===== src/rtl/cpu_pkg.sv =====
// cpu_pkg: shared encodings for the memory sequencer and its arbiter
package cpu_pkg;
    typedef enum logic [1:0] {
        IDLE  = 2'd0,
        ISSUE = 2'd1,
        WAIT  = 2'd2,
        DONE  = 2'd3
    } state_t;
    typedef enum logic {
        PORT_F = 1'b0,
        PORT_D = 1'b1
    } port_t;
    localparam logic SZ_BYTE = 1'b0;
    localparam logic SZ_WORD = 1'b1;
    localparam int FETCH_BYTES = 8;
endpackage


===== src/rtl/mem_sequencer_if.sv =====
// mem_sequencer_if: fetch port, load/store port and BRAM pins of the sequencer
interface mem_sequencer_if #(
    parameter int ADDR_W = 16
);
    logic              f_req;
    logic [ADDR_W-1:0] f_addr;
    logic              f_done;
    logic [63:0]       f_rdata;
    logic              d_req;
    logic              d_we;
    logic              d_size;
    logic [ADDR_W-1:0] d_addr;
    logic [31:0]       d_wdata;
    logic              d_done;
    logic [31:0]       d_rdata;
    logic              busy;
    logic              bram_we;
    logic [ADDR_W-1:0] bram_addr;
    logic [7:0]        bram_din;
    logic [7:0]        bram_dout;
    modport slave (
        input  f_req, f_addr, d_req, d_we, d_size, d_addr, d_wdata, bram_dout,
        output f_done, f_rdata, d_done, d_rdata, busy, bram_we, bram_addr, bram_din
    );
    modport master (
        output f_req, f_addr, d_req, d_we, d_size, d_addr, d_wdata, bram_dout,
        input  f_done, f_rdata, d_done, d_rdata, busy, bram_we, bram_addr, bram_din
    );
endinterface


===== src/rtl/mem_rr_arb.sv =====
// mem_rr_arb: two-port round-robin arbiter; last_grant advances only when en is high
module mem_rr_arb
    import cpu_pkg::*;
(
    input  logic  Clk,
    input  logic  Rst_n,
    input  logic  en,
    input  logic  f_req,
    input  logic  d_req,
    output logic  gnt,
    output port_t gnt_port
);
    port_t last_grant;
    assign gnt = f_req | d_req;
    always_comb begin
        gnt_port = d_req ? PORT_D : PORT_F;
        if (f_req && d_req) gnt_port = (last_grant == PORT_F) ? PORT_D : PORT_F;
    end
    always_ff @(posedge Clk) begin
        if (!Rst_n) last_grant <= PORT_D;
        else if (en && gnt) last_grant <= gnt_port;
    end
endmodule


===== src/rtl/mem_sequencer.sv =====
// mem_sequencer: shares a byte-wide BRAM between fetch and load/store ports,
// sequencing multi-byte transfers big-endian (lowest address = MSB)
module mem_sequencer
    import cpu_pkg::*;
#(
    parameter int ADDR_W      = 16,
    parameter int FETCH_BYTES = cpu_pkg::FETCH_BYTES
) (
    input logic            Clk,
    input logic            Rst_n,
    mem_sequencer_if.slave bus
);
    localparam int CW = $clog2(FETCH_BYTES) + 1;
    state_t            state, state_n;
    port_t             port_q, gnt_port;
    logic              gnt, we_q, size_q, last, capture;
    logic [ADDR_W-1:0] base_q;
    logic [CW-1:0]     cnt, n_q;
    logic [31:0]       wd_q;
    logic [63:0]       f_rdata_q;
    logic [31:0]       d_rdata_q;
    mem_rr_arb u_arb (
        .Clk      (Clk),
        .Rst_n    (Rst_n),
        .en       (state == IDLE),
        .f_req    (bus.f_req),
        .d_req    (bus.d_req),
        .gnt      (gnt),
        .gnt_port (gnt_port)
    );
    assign last = cnt == n_q - CW'(1);
    // read data trails the address by one cycle, so capture starts on the second issue cycle
    assign capture = !we_q && ((state == ISSUE && cnt != '0) || state == WAIT);
    always_comb begin
        state_n = state;
        case (state)
            IDLE:    state_n = gnt ? ISSUE : IDLE;
            ISSUE:   state_n = last ? (we_q ? DONE : WAIT) : ISSUE;
            WAIT:    state_n = DONE;
            default: state_n = IDLE;
        endcase
    end
    always_ff @(posedge Clk) begin
        if (!Rst_n) state <= IDLE;
        else state <= state_n;
    end
    always_ff @(posedge Clk) begin
        if (!Rst_n) begin
            port_q    <= PORT_D;
            base_q    <= '0;
            n_q       <= CW'(1);
            cnt       <= '0;
            we_q      <= 1'b0;
            size_q    <= SZ_BYTE;
            wd_q      <= '0;
            f_rdata_q <= '0;
            d_rdata_q <= '0;
        end else begin
            if (state == IDLE && gnt) begin
                port_q <= gnt_port;
                base_q <= (gnt_port == PORT_F) ? bus.f_addr : bus.d_addr;
                n_q    <= (gnt_port == PORT_F) ? CW'(FETCH_BYTES) :
                          (bus.d_size == SZ_WORD) ? CW'(4) : CW'(1);
                we_q   <= (gnt_port == PORT_D) && bus.d_we;
                size_q <= bus.d_size;
                // byte stores are left-aligned so the store path always emits wd_q[31:24]
                wd_q   <= (bus.d_size == SZ_WORD) ? bus.d_wdata : {bus.d_wdata[7:0], 24'h0};
                cnt    <= '0;
            end
            if (state == ISSUE) begin
                cnt  <= last ? cnt : cnt + CW'(1);
                wd_q <= {wd_q[23:0], 8'h0};
            end
            if (capture && port_q == PORT_F) f_rdata_q <= {f_rdata_q[55:0], bus.bram_dout};
            if (capture && port_q == PORT_D)
                d_rdata_q <= (size_q == SZ_WORD) ? {d_rdata_q[23:0], bus.bram_dout} : {24'h0, bus.bram_dout};
        end
    end
    assign bus.f_done    = state == DONE && port_q == PORT_F;
    assign bus.d_done    = state == DONE && port_q == PORT_D;
    assign bus.busy      = state != IDLE;
    assign bus.bram_we   = state == ISSUE && we_q;
    assign bus.bram_addr = base_q + ADDR_W'(cnt);
    assign bus.bram_din  = wd_q[31:24];
    assign bus.f_rdata   = f_rdata_q;
    assign bus.d_rdata   = d_rdata_q;
endmodule


===== src/flat_wrapper.sv =====
// flat-port wrapper written by rule: the top's interface ports become plain ports
module mem_sequencer_flat import cpu_pkg::*;
#(
    parameter int ADDR_W      = 16,
    parameter int FETCH_BYTES = cpu_pkg::FETCH_BYTES
)
  (Clk, Rst_n, bus_f_req, bus_f_addr, bus_d_req, bus_d_we, bus_d_size, bus_d_addr, bus_d_wdata, bus_bram_dout, bus_f_done, bus_f_rdata, bus_d_done, bus_d_rdata, bus_busy, bus_bram_we, bus_bram_addr, bus_bram_din);
  mem_sequencer_if #(.ADDR_W(ADDR_W)) bus_i ();
  input logic Clk;
  input logic Rst_n;
  input wire logic [$bits(bus_i.f_req)-1:0] bus_f_req;
  input wire logic [$bits(bus_i.f_addr)-1:0] bus_f_addr;
  input wire logic [$bits(bus_i.d_req)-1:0] bus_d_req;
  input wire logic [$bits(bus_i.d_we)-1:0] bus_d_we;
  input wire logic [$bits(bus_i.d_size)-1:0] bus_d_size;
  input wire logic [$bits(bus_i.d_addr)-1:0] bus_d_addr;
  input wire logic [$bits(bus_i.d_wdata)-1:0] bus_d_wdata;
  input wire logic [$bits(bus_i.bram_dout)-1:0] bus_bram_dout;
  output wire logic [$bits(bus_i.f_done)-1:0] bus_f_done;
  output wire logic [$bits(bus_i.f_rdata)-1:0] bus_f_rdata;
  output wire logic [$bits(bus_i.d_done)-1:0] bus_d_done;
  output wire logic [$bits(bus_i.d_rdata)-1:0] bus_d_rdata;
  output wire logic [$bits(bus_i.busy)-1:0] bus_busy;
  output wire logic [$bits(bus_i.bram_we)-1:0] bus_bram_we;
  output wire logic [$bits(bus_i.bram_addr)-1:0] bus_bram_addr;
  output wire logic [$bits(bus_i.bram_din)-1:0] bus_bram_din;
  assign bus_i.f_req = bus_f_req;
  assign bus_i.f_addr = bus_f_addr;
  assign bus_i.d_req = bus_d_req;
  assign bus_i.d_we = bus_d_we;
  assign bus_i.d_size = bus_d_size;
  assign bus_i.d_addr = bus_d_addr;
  assign bus_i.d_wdata = bus_d_wdata;
  assign bus_i.bram_dout = bus_bram_dout;
  assign bus_f_done = bus_i.f_done;
  assign bus_f_rdata = bus_i.f_rdata;
  assign bus_d_done = bus_i.d_done;
  assign bus_d_rdata = bus_i.d_rdata;
  assign bus_busy = bus_i.busy;
  assign bus_bram_we = bus_i.bram_we;
  assign bus_bram_addr = bus_i.bram_addr;
  assign bus_bram_din = bus_i.bram_din;
  mem_sequencer #(.ADDR_W(ADDR_W), .FETCH_BYTES(FETCH_BYTES)) u_core (.Clk(Clk), .Rst_n(Rst_n), .bus(bus_i));
endmodule

===== config.mk =====
export PLATFORM = sky130hd
export DESIGN_NAME = mem_sequencer_flat
export DESIGN_NICKNAME = d
export VERILOG_FILES = /design/src/rtl/cpu_pkg.sv /design/src/rtl/mem_sequencer_if.sv /design/src/rtl/mem_rr_arb.sv /design/src/rtl/mem_sequencer.sv /design/src/flat_wrapper.sv
export SDC_FILE = /design/constraint.sdc
export NUM_CORES = 1
export LEC_CHECK = 0
export CAP_MARGIN = 15
export CORE_MARGIN = 5
export CORE_UTILIZATION = 42
export CTS_BUF_LIST = sky130_fd_sc_hd__clkbuf_8
export DETAILED_ROUTE_END_ITERATION = 8
export PLACE_DENSITY = 0.73
export RECOVER_POWER = 25
export SLEW_MARGIN = 30
export SYNTH_ARGS = -nofsm -noshare
export SYNTH_HDL_FRONTEND = slang
export SYNTH_SLANG_ARGS = --single-unit

===== constraint.sdc =====
create_clock -name Clk -period 3.2 [get_ports Clk]
set_input_delay 0.48 -clock Clk [delete_from_list [all_inputs] [get_ports Clk]]
set_output_delay 0.48 -clock Clk [all_outputs]
set_load 0.005 [all_outputs]

==> results of run 1 <==
what timing repair did:
item,CTS,global route
buffers inserted,0,2
cloned,0,0
hold buffers,0,0
pin swaps,1,1
endpoints found under the hold margin,0,0
endpoints found under the setup margin,5,10
gates resized for setup,7,7
critical path, cell delays in order (launching register included):
cell             delay (ns)
dfxtp_4                0.37
ha_1                   0.21
inv_1                  0.07
fa_2                   0.22
nor2b_2                0.05
o31ai_1                0.18
buf_4                  0.20
a21boi_0               0.23
clkdlybuf4s50_1        0.54
metrics by stage:
stage	instance area [um2]	total power, mW	hold WS, ns
after floorplan	6560	2.83	0.432
after global placement	8630	3.19	0.439
after detailed placement	8640	3.20	0.442
after CTS	9040	4.68	0.316
after global routing	9050	4.85	0.351
final	9050	4.62	0.359
layout by cell type, fill, tap and decap left out, drive strengths merged, types with 2 or more instances in the layout:
cell type	n
dfxtp	156
nand2	146
clkdlybuf4s50	140
mux2i	97
dlygate4sd3	55
nand3	44
a21oi	35
nor2	31
a22oi	26
clkbuf	18
inv	17
a222oi	16
buf	16
mux2	8
xnor2	7
xor2	7
ha	7
o21ai	6
clkinv	5
o211ai	3
o21a	3
and3	3
a31oi	3
bufinv	3
dlymetal6s2s	3
and2	3
nor3	3
nor3b	3
nor2b	2
nand2b	2
nand4b	2
nand4	2
dlygate4sd2	2
synth_stat cells, drive strengths merged, types with 2 or more instances:
library cell,n,share of area
dfxtp,156,0.48
nand2,146,0.084
mux2i,97,0.15
nand3,44,0.034
a21oi,35,0.027
nor2,31,0.018
buf,30,0.031
a22oi,26,0.030
clkbuf,26,0.017
a222oi,16,0.024
inv,12,0.0069
mux2,8,0.014
ha,7,0.013
xnor2,7,0.0093
xor2,7,0.0093
o21ai,6,0.0046
a31oi,3,0.0029
and2,3,0.0031
and3,3,0.0029
nor3,3,0.0023
nor3b,3,0.0052
o211ai,3,0.0034
o21a,3,0.0034
nand2b,2,0.0019
nand4,2,0.0019
nand4b,2,0.0036
nor2b,2,0.0019
final cells by class:
| type | instances | area, um2 | area share |
|---|---|---|---|
| clock inverter | 14 | 158 | 0.0174 |
| sequential | 156 | 3130 | 0.346 |
| multi-input combinational | 470 | 3080 | 0.340 |
| inverter | 12 | 45.0 | 0.00498 |
| tap | 211 | 264 | 0.0292 |
| timing repair buffer | 217 | 2140 | 0.237 |
| clock buffer | 17 | 234 | 0.0258 |
routing by layer:
| metal | global-route usage | part of all wire | vias to the layer above |
|---|---|---|---|
| met5 | 0 | 0 | - |
| met1 | 0.237 | 0.43 | 2578 |
| met2 | 0.270 | 0.45 | 187 |
| met4 | 0.0470 | 0.0093 | 0 |
| met3 | 0.0872 | 0.11 | 14 |
| li1 | - | - | 2787 |
cells by family after synthesis:
group           after synthesis  synth area share
compound gates               98             0.104
xor+xnor                     15            0.0221
fa+ha+maj                     8            0.0164
buf+inv                      69            0.0569
flops                       156             0.476
mux                         105             0.162
simple gates                244             0.162
registers in the layout, indices dropped and copies added (netlist names), 2 cells and up:
signal,cells
u_core.n_q,3
u_core.bus.f_rdata,64
u_core.base_q,16
u_core.state,2
u_core.bus.d_rdata,32
u_core.cnt,4
u_core.wd_q,32
where the power goes:
part	internal [mW]	leakage, nW	switching [mW]	total [mW]
Sequential	2.06	1.27	0.104	2.16
Clock	0.758	0.211	0.719	1.48
Combinational	0.464	2.60	0.513	0.977
Total	3.28	4.08	1.34	4.62
worst paths after layout:
path	start	slack (ns)	cells after the start	end
worst min register to register	u_core.wd_q[1]$_SDFFE_PP0P_	0.44	2	u_core.wd_q[9]$_SDFFE_PN0P_
worst max-delay path	u_core.cnt[0]$_SDFFE_PN0P_	0.20	8	bus_bram_addr[4]
worst max register to register	u_core.state[1]$_SDFF_PN0_	1.05	5	u_core.base_q[6]$_SDFFE_PN0P_
worst min-delay path	Rst_n	0.36	2	u_core.n_q[0]$_SDFFE_PN1P_
==> qor.yml, run 1 <==
outcome:
  status: "finished with violations"
  violations: "max-capacitance violations, max-slew violations"
yosys:
  synth_nets: 781
  synthArstFlopShare: 0
  synth_ff_type: "dfxtp_1"
  synth.distinct_cells: 51
  synth_warnings: 0
  synth_area_mm2: 0.00656
  synth_area_per_cell_um2: 9.44
  synth-seq-cells: 156
  synth_seq_area_share: 0.476
  synth_edf_count: 0
  syn-instance-count: 695
detailed_routing:
  drt_pass1_iterations: 6
  antenna_left: 0
  wl_per_cell_um: 15.6
  vias: 5566
  drcViolationCount: 0
  drt_iter0_drc: 488
  wirelength_mm: 17.1
  viasPerCell: 5.07
clocking:
  clk_latency_ns: 0.45
  clock-sinks: 156
  root_buffer: "clkbuf_8"
  cts.path.max_buffers: 2
  clk_pin_slew_ns: 0.08
  cts_buffers: 17
  cts_tree: "done"
  ctsHtreeMaxLevel: 4
final_layout:
  fill_cells: 1321
  fin_nets: 960
  area_delta_synth_final_pct: 38.0
  n_antenna_cell: 0
  fin_util: 0.593
  fin_cells: 1097
  layout-drive-gt1-share: 0.0734
critical_path:
  arrival_ns: 2.52
  crit_type: "flop to primary output"
  crit_required_ns: 2.72
  setup.worst_path.start_class: "flop"
  crit_fanout: 7
  end_kind: "primary output"
grt:
  antenna_found_initial: 0
  grt_pass1_vias: 5121
  grt_max_degree: 65
  grt-ovfl-total: 0
  grt_pass1_wl_mm: 26.7
  grt_usage: 0.182
timing:
  final-setup-viol-count: 0
  fmax_mhz: 333
  tightest_slew_ns: 1.53
  slew_headroom: -0.0278
  fin_setup_tns_ns: 0
  final_max_slew_viol_count: 14
  finClkSkew_ns: 0.0111
  rsz0062_at_grt: "no"
  finalWorstSetupSlack_ns: 0.200
  min_period_ns: 3.00
  fin_crit_sh: 0.938
  hold_viol_final: 0
power:
  power_density_mw_per_mm2: 510
  cellLeakagePower_nw: 4.08
  vdd_drop_max_mv: 0.269
placement:
  detailedPlace.worstSlack_ns: 0.245
  port_buffers: 201
  dp.final_hpwl_mm: 11.9
  dp.cells: 1064
  place_congestion: 0.807
min_path:
  hold_path.class: "primary input to flop"
die:
  core-area_mm2: 0.0153
  initial_utilization: 0.430
  die_area_mm2: 0.0182
  rows: 45
  die_w_um: 135
  die_y_um: 135
  ios: 202
run:
  drv_cap: 1
No activity file was read; power rests on OpenSTA's default activity.
==> inputs of run 2 (changes only) <==
--- a/config.mk
+++ b/config.mk
@@ -5,6 +5,7 @@
 export SDC_FILE = /design/constraint.sdc
 export NUM_CORES = 1
 export LEC_CHECK = 0
+export ABC_AREA = 1
 export CAP_MARGIN = 15
 export CORE_MARGIN = 5
 export CORE_UTILIZATION = 42
==> constraint.sdc (replaced) <==
create_clock -name Clk -period 3.4 [get_ports Clk]
set_input_delay 0.51 -clock Clk [delete_from_list [all_inputs] [get_ports Clk]]
set_output_delay 0.51 -clock Clk [all_outputs]
set_load 0.005 [all_outputs]
==> qor.yml, run 2 <==
placement:
  place_congestion: 0.878  # +8.8%
  postPlaceCellArea_mm2: 0.00865  # +0.16%
  detailedPlace.worstSlack_ns: 0.274  # +0.0290 ns
  dp.final_hpwl_mm: 12.7  # +6.9%
  port_buffers: 201  # unchanged
detailed_routing:
  drt_iter0_drc: 331  # -32%
  wl_per_cell_um: 14.2  # -8.8%
  vias: 6079  # +9.2%
  drt_pass1_iterations: 5  # -1
  antenna_left: 0  # unchanged
  viasPerCell: 4.76  # -6.3%
  drcViolationCount: 0  # unchanged
  wirelength_mm: 18.2  # +6.3%
critical_path:
  crit_fanout: 6  # -1
  critPathTopFamily: "adder cells"
  arrival_ns: 2.72  # +0.20 ns
  crit_chain: "ha_1, inv_1, fa_1, o21ai_2, nand2_2, nor2_4, nand3_1, xor2_1, clkdlybuf4s50_1"
  crit_required_ns: 2.89  # +0.17 ns
  cpPeakStageDelay_ns: 0.52  # -0.02 ns
  path_buf_inv: 2  # -1
  cpMaxStageDelayCell: "clkdlybuf4s50_1"
  end_kind: "primary output"
  crit_type: "flop to primary output"
  setup.worst_path.start_class: "flop"
final_layout:
  layout-drive-gt1-share: 0.0490  # -0.0244
  fill_cells: 1529  # +16%
  area_delta_synth_final_pct: 35.3
  final_cell_mix: "230 x nand2_1, 167 x clkdlybuf4s50_1, 154 x dfxtp_1, 114 x inv_1, 113 x a21oi_1"
  largest_register_ffs: 64  # unchanged
  fin_nets: 1134  # +18%
  layout_commonest_cell: "nand2_1"
  design_area_mm2: 0.00908  # +0.28%
clocking:
  cts.path.max_buffers: 2  # unchanged
  cts_setup_buffers: 0  # unchanged
  clk_pin_slew_ns: 0.09  # about the same
  ctsHtreeMaxLevel: 4  # unchanged
  hold_buffers: 0  # unchanged
  clk_latency_ns: 0.45  # about the same
  clock-sinks: 156  # unchanged
  cts_resized: 3  # -4
  cts_tree: "done"
  root_buffer: "clkbuf_8"
  cts_buffers: 17  # unchanged
yosys:
  synth_seq_area_share: 0.465  # -0.0109
  synth.distinct_cells: 34  # -33%
  synth_edf_count: 0  # unchanged
  synth_area_mm2: 0.00671  # +2.3%
  synth_top_area_frac: 0.465  # -0.0109
  synth_area_per_cell_um2: 7.58  # -20%
  yosysMostFrequentCell: "nand2_1"
  synth_warnings: 0  # unchanged
  yosys.area.top_type: "dfxtp_1"
  synth_area_leaders: "dfxtp_1 47%, nand2_1 13%, a21oi_1 8.4%"
  yosys-top-cells-count: "231 x nand2_1, 156 x dfxtp_1, 113 x a21oi_1, 108 x inv_1, 64 x o21ai_0"
  syn-instance-count: 885  # +27%
  synthArstFlopShare: 0  # unchanged
  synth_ff_type: "dfxtp_1"
  synth-seq-cells: 156  # unchanged
  synth_nets: 971  # +24%
die:
  ios: 202  # unchanged
  die_y_um: 136  # +1.1%
  die_area_mm2: 0.0186  # +2.2%
  rows: 46  # +2.2%
  core-area_mm2: 0.0158  # +3.4%
  die_w_um: 136  # +1.1%
  initial_utilization: 0.426  # -0.00419
timing:
  fin_crit_sh: 0.949
  hold_viol_final: 0  # unchanged
  final-setup-viol-count: 0  # unchanged
  fmax_mhz: 310
  slew_headroom: -0.0805  # -0.0526
  rsz0062_at_grt: "no"
  tightest_slew_ns: 1.61  # +0.0891 ns
  finClkSkew_ns: 0.0140  # +0.00294 ns
  finalWorstSetupSlack_ns: 0.174  # -0.0256 ns
  min_period_ns: 3.23
  fin_setup_tns_ns: 0  # unchanged
  final_max_slew_viol_count: 27  # +13
power:
  vdd_drop_max_mv: 0.430  # +60%
  fin_total_pwr_mw: 5.11  # +11%
  power_density_mw_per_mm2: 563  # +10%
  cellLeakagePower_nw: 3.50  # -14%
grt:
  antenna_found_initial: 1  # +1
  grt_pass1_vias: 5596  # +9.3%
  grt-ovfl-total: 0  # unchanged
  grt_max_degree: 89  # +37%
  grt_pass1_wl_mm: 28.2  # +5.7%
  grt_usage: 0.191  # +0.00981
min_path:
  hold_path.class: "flop to flop"
outcome:
  status: "finished with violations"
  violations: "max-capacitance violations, max-slew violations"
run:
  drv_cap: 1  # unchanged
==> run 2: worst reg2reg max path: stages, from the launching register on <==
cell and delay, ns:
dfxtp_1 0.35, nor2_2 0.19, o21ai_4 0.17, nor2_1 1.23, nand2_1 0.14, a21oi_1 0.19
==> run 2: power by group <==
part | internal, mW | switching, mW
Combinational | 0.670 | 0.747
Sequential | 2.06 | 0.188
Clock | 0.728 | 0.714
==> run 2: worst paths after layout <==
path / startpoint / to / slack [ns] / cells past startpoint
worst max register to register: u_core.state[1]$_SDFF_PN0_ / u_core.wd_q[5]$_SDFFE_PP0P_ / 1.06 / 5
worst max-delay path: u_core.cnt[0]$_SDFFE_PN0P_ / bus_bram_addr[12] / 0.17 / 9
worst min-delay path: u_core.bus.f_rdata[61]$_SDFFE_PN0P_ / u_core.bus.f_rdata[61]$_SDFFE_PN0P_ / 0.45 / 2
worst min register to register: u_core.bus.f_rdata[61]$_SDFFE_PN0P_ / u_core.bus.f_rdata[61]$_SDFFE_PN0P_ / 0.45 / 2
==> run 2: routing by layer <==
layer,GRT usage,vias to the layer above,part of all wire
met1,0.238,2719,0.44
met3,0.0725,19,0.081
met2,0.302,166,0.46
li1,-,3175,-
met5,0,-,0
met4,0.0711,0,0.019
==> run 2: cell type report <==
class                      instances  area, um2  share of cell area
sequential                       156       3130               0.344
multi-input combinational        554       2800               0.308
timing repair buffer             205       2050               0.225
inverter                         114        430              0.0474
tap                              216        270              0.0298
clock buffer                      17        234              0.0258
clock inverter                    15        173              0.0190
antenna                            1       2.50            0.000276
==> run 2: logic make-up (layout without fill, tap and decap cells) <==
kind of cell | count (synthesis) | count (layout) | share of synthesized area
and+or+nand+nor | 299 | 299 | 0.193
adders and majority gates | 8 | 8 | 0.0160
xor gates and xnor gates | 15 | 15 | 0.0196
DFF | 156 | 156 | 0.465
other | 0 | 1 | 0
buffers and inverters | 175 | 351 | 0.122
AOI/OAI and AO/OA | 232 | 232 | 0.185
==> run 2: metrics by stage <==
stage | hold slack, ns | util | instances
after floorplan | 0.440 | - | 885
after global placement | 0.432 | 0.549 | 1245
after global routing | 0.471 | 0.576 | 1278
final | 0.446 | 0.576 | 1278
after detailed placement | 0.438 | 0.549 | 1245
after CTS | 0.453 | 0.575 | 1277
==> inputs of run 3 (changes only) <==
--- a/config.mk
+++ b/config.mk
@@ -8,12 +8,13 @@
 export ABC_AREA = 1
 export CAP_MARGIN = 15
 export CORE_MARGIN = 5
-export CORE_UTILIZATION = 42
+export CORE_UTILIZATION = 40
 export CTS_BUF_LIST = sky130_fd_sc_hd__clkbuf_8
 export DETAILED_ROUTE_END_ITERATION = 8
-export PLACE_DENSITY = 0.73
+export PLACE_DENSITY = 0.69
 export RECOVER_POWER = 25
 export SLEW_MARGIN = 30
 export SYNTH_ARGS = -nofsm -noshare
 export SYNTH_HDL_FRONTEND = slang
+export SYNTH_HIERARCHICAL = 1
 export SYNTH_SLANG_ARGS = --single-unit
==> qor.yml, run 3 <==
placement:
  place_congestion: 0.842  # -4.1%
  port_buffers: 201  # unchanged
  dp.cells: 1281  # +2.9%
  dp.final_hpwl_mm: 12.1  # -5.0%
grt:
  grt_max_degree: 129  # +45%
  antenna_found_initial: 0  # -1
  grt_pass1_wl_mm: 28.5  # +0.91%
  grt_pass1_vias: 5658  # +1.1%
  grt-ovfl-total: 0  # unchanged
  grt_usage: 0.175  # -0.0160
clocking:
  root_buffer: "clkbuf_8"
  clk_pin_slew_ns: 0.08  # about the same
  cts_tree: "done"
  hold_buffers: 0  # unchanged
  ctsHtreeMaxLevel: 4  # unchanged
  cts.path.max_buffers: 2  # unchanged
  clk_latency_ns: 0.45  # about the same
  cts_buffers: 17  # unchanged
  clock-sinks: 157  # +0.64%
die:
  die_w_um: 141  # +3.4%
  die_y_um: 141  # +3.4%
  ios: 202  # unchanged
  rows: 48  # +4.3%
  initial_utilization: 0.403  # -0.0229
  die_area_mm2: 0.0199  # +6.9%
  core-area_mm2: 0.0171  # +8.2%
yosys:
  synth_nets: 998  # +2.8%
  yosysMostFrequentCell: "nand2_1"
  synth-seq-cells: 157  # +0.64%
  synth_area_per_cell_um2: 7.53  # -0.68%
  yosys.area.top_type: "dfxtp_1"
  synth_seq_area_share: 0.458  # -0.00777
  synth_warnings: 6  # +6
  synth_edf_count: 0  # unchanged
  synth_top_area_frac: 0.458  # -0.00777
  syn-instance-count: 912  # +3.1%
  synth_area_mm2: 0.00687  # +2.3%
  yosys-top-cells-count: "216 x nand2_1, 157 x dfxtp_1, 117 x a21oi_1, 116 x inv_1"
  synthArstFlopShare: 0  # unchanged
  synth_area_leaders: "dfxtp_1 46%, nand2_1 12%, a21oi_1 8.5%"
  synth_ff_type: "dfxtp_1"
  synth.distinct_cells: 38  # +12%
timing:
  finClkSkew_ns: 0.0135  # -0.000525 ns
  final_max_slew_viol_count: 25  # -7.4%
  fmax_mhz: 313  # +1.0%
  tightest_slew_ns: 1.66  # +0.0482 ns
  slew_headroom: -0.113  # -0.0323
  min_period_ns: 3.19  # -0.0324 ns
  final-setup-viol-count: 0  # unchanged
  rsz0062_at_grt: "no"
  fin_setup_tns_ns: 0  # unchanged
  hold_viol_final: 0  # unchanged
  fin_crit_sh: 0.939  # -0.00954
final_layout:
  largest_register_ffs: 64  # unchanged
  layout_commonest_cell: "nand2_1"
  fill_cells: 1662  # +8.7%
  fin_cells: 1314  # +2.8%
  layout-drive-gt1-share: 0.0487  # -0.000342
  n_antenna_cell: 0  # -1
  final_cell_mix: "217 x nand2_1, 182 x clkdlybuf4s50_1, 156 x dfxtp_1, 118 x inv_1, 116 x a21oi_1"
  area_delta_synth_final_pct: 34.2
  fin_nets: 1162  # +2.5%
critical_path:
  ff2ff_path_depth: 6  # +1
  worst-path-stages: 9  # unchanged
  critPathTopFamily: "adder cells"
  end_kind: "primary output"
  arrival_ns: 2.68  # -0.04 ns
  crit_fanout: 7  # +1
  r2r-end: "u_core/state[0]$_SDFF_PN0_"
  r2r_slack_ns: 0.77  # -0.29 ns
  cpPeakStageDelay_ns: 0.53  # about the same
  cp-endpoint: "bus_bram_addr[8]"
  crit_chain: "ha_1, inv_1, fa_1, o21ai_2, nand2_1, nor2_2, nand3_1, xnor2_1, clkdlybuf4s50_1"
  setup.worst_path.start_class: "flop"
  crit_required_ns: 2.89  # about the same
  r2r_start: "u_core/state[1]$_SDFF_PN0_"
  path_buf_inv: 2  # unchanged
  crit_start: "u_core/cnt[0]$_SDFFE_PN0P_"
  cpMaxStageDelayCell: "clkdlybuf4s50_1"
  crit_type: "flop to primary output"
outcome:
  violations: "max-capacitance violations, max-slew violations"
  status: "finished with violations"
power:
  power_density_mw_per_mm2: 543  # -3.5%
  cellLeakagePower_nw: 3.60  # +2.9%
  vdd_drop_max_mv: 0.260  # -40%
min_path:
  hold_path.class: "flop to flop"
  holdCritStartpoint: "u_core/bus.f_rdata[59]$_SDFFE_PN0P_"
detailed_routing:
  drt_iter0_drc: 352  # +6.3%
  vias: 6165  # +1.4%
  wirelength_mm: 17.9  # -1.8%
  drt_pass1_iterations: 4  # -1
  viasPerCell: 4.69  # -1.4%
  drcViolationCount: 0  # unchanged
  wl_per_cell_um: 13.6  # -4.5%
  antenna_left: 0  # unchanged
run:
  drv_cap: 2  # +1
[run 3: through the flow]
step                power (mW)  hold WS, ns  cell area (um2)   util  setup WS (ns)
finish                    5.01        0.443             9220  0.541          0.206
global route              5.32        0.470             9220  0.541         0.0162
CTS                       5.10        0.447             9230  0.541         0.0615
detailed placement        3.64        0.434             8820  0.517          0.298
global placement          3.63        0.431             8820  0.517          0.345
floorplan                 3.08        0.440             6870      -           1.09
[run 3: area by class of cell]
type,instances,area (um2),share of cell area
clock inverters,12,136,0.0148
flip-flops and latches,157,3140,0.341
well taps,225,282,0.0305
clock buffers,20,275,0.0299
multi-input cells,570,2850,0.309
inverters,120,450,0.0488
repair buffers,210,2080,0.226
[run 3: repair_timing]
action                     4_1_cts  5_1_grt
setup endpoints to repair        5        4
pin swaps                        0        1
gates resized for setup          3        2
setup buffers                    0        1
[run 3: how the worst min path moves through the flow]
stage                                                to  cells past startpoint
CTS                 u_core/bus.f_rdata[59]$_SDFFE_PN0P_                      2
global route        u_core/bus.f_rdata[62]$_SDFFE_PN0P_                      2
detailed placement  u_core/bus.f_rdata[59]$_SDFFE_PN0P_                      2
global placement    u_core/bus.f_rdata[58]$_SDFFE_PN0P_                      2
floorplan           u_core/bus.f_rdata[63]$_SDFFE_PN0P_                      2
finish              u_core/bus.f_rdata[59]$_SDFFE_PN0P_                      2
[run 3: cells by family (layout without fill, tap and decap cells)]
group                    count (synthesis)  after routing  synth area share
flip-flops                             157            157             0.458
AND/OR/NAND/NOR                        325            325             0.212
AO/OA/AOI/OAI                          226            226             0.174
buffers and inverters                  185            362             0.127
adder cells (fa/ha/maj)                  8              8            0.0157
XOR/XNOR                                11             11            0.0140
[run 3: worst register-to-register path, cell delays in order (launching register included)]
cell and delay [ns]:
dfxtp_1 0.43, nor2_1 0.11, nand2_1 0.14, clkbuf_1 1.11, nand2_1 0.39, o21ai_0 0.27, inv_1 0.06
[run 3: layer usage]
| metal | share of wire | GRT usage | vias up |
|---|---|---|---|
| met4 | 0.013 | 0.0484 | 0 |
| li1 | - | - | 3276 |
| met2 | 0.46 | 0.279 | 145 |
| met1 | 0.45 | 0.221 | 2725 |
| met3 | 0.075 | 0.0712 | 19 |
| met5 | 0 | 0 | - |
[run 3: report_power, final]
group	total, mW	internal [mW]	switching [mW]
logic	1.34	0.634	0.701
registers	2.23	2.06	0.178
clock network	1.44	0.718	0.719
total	5.01	3.41	1.60
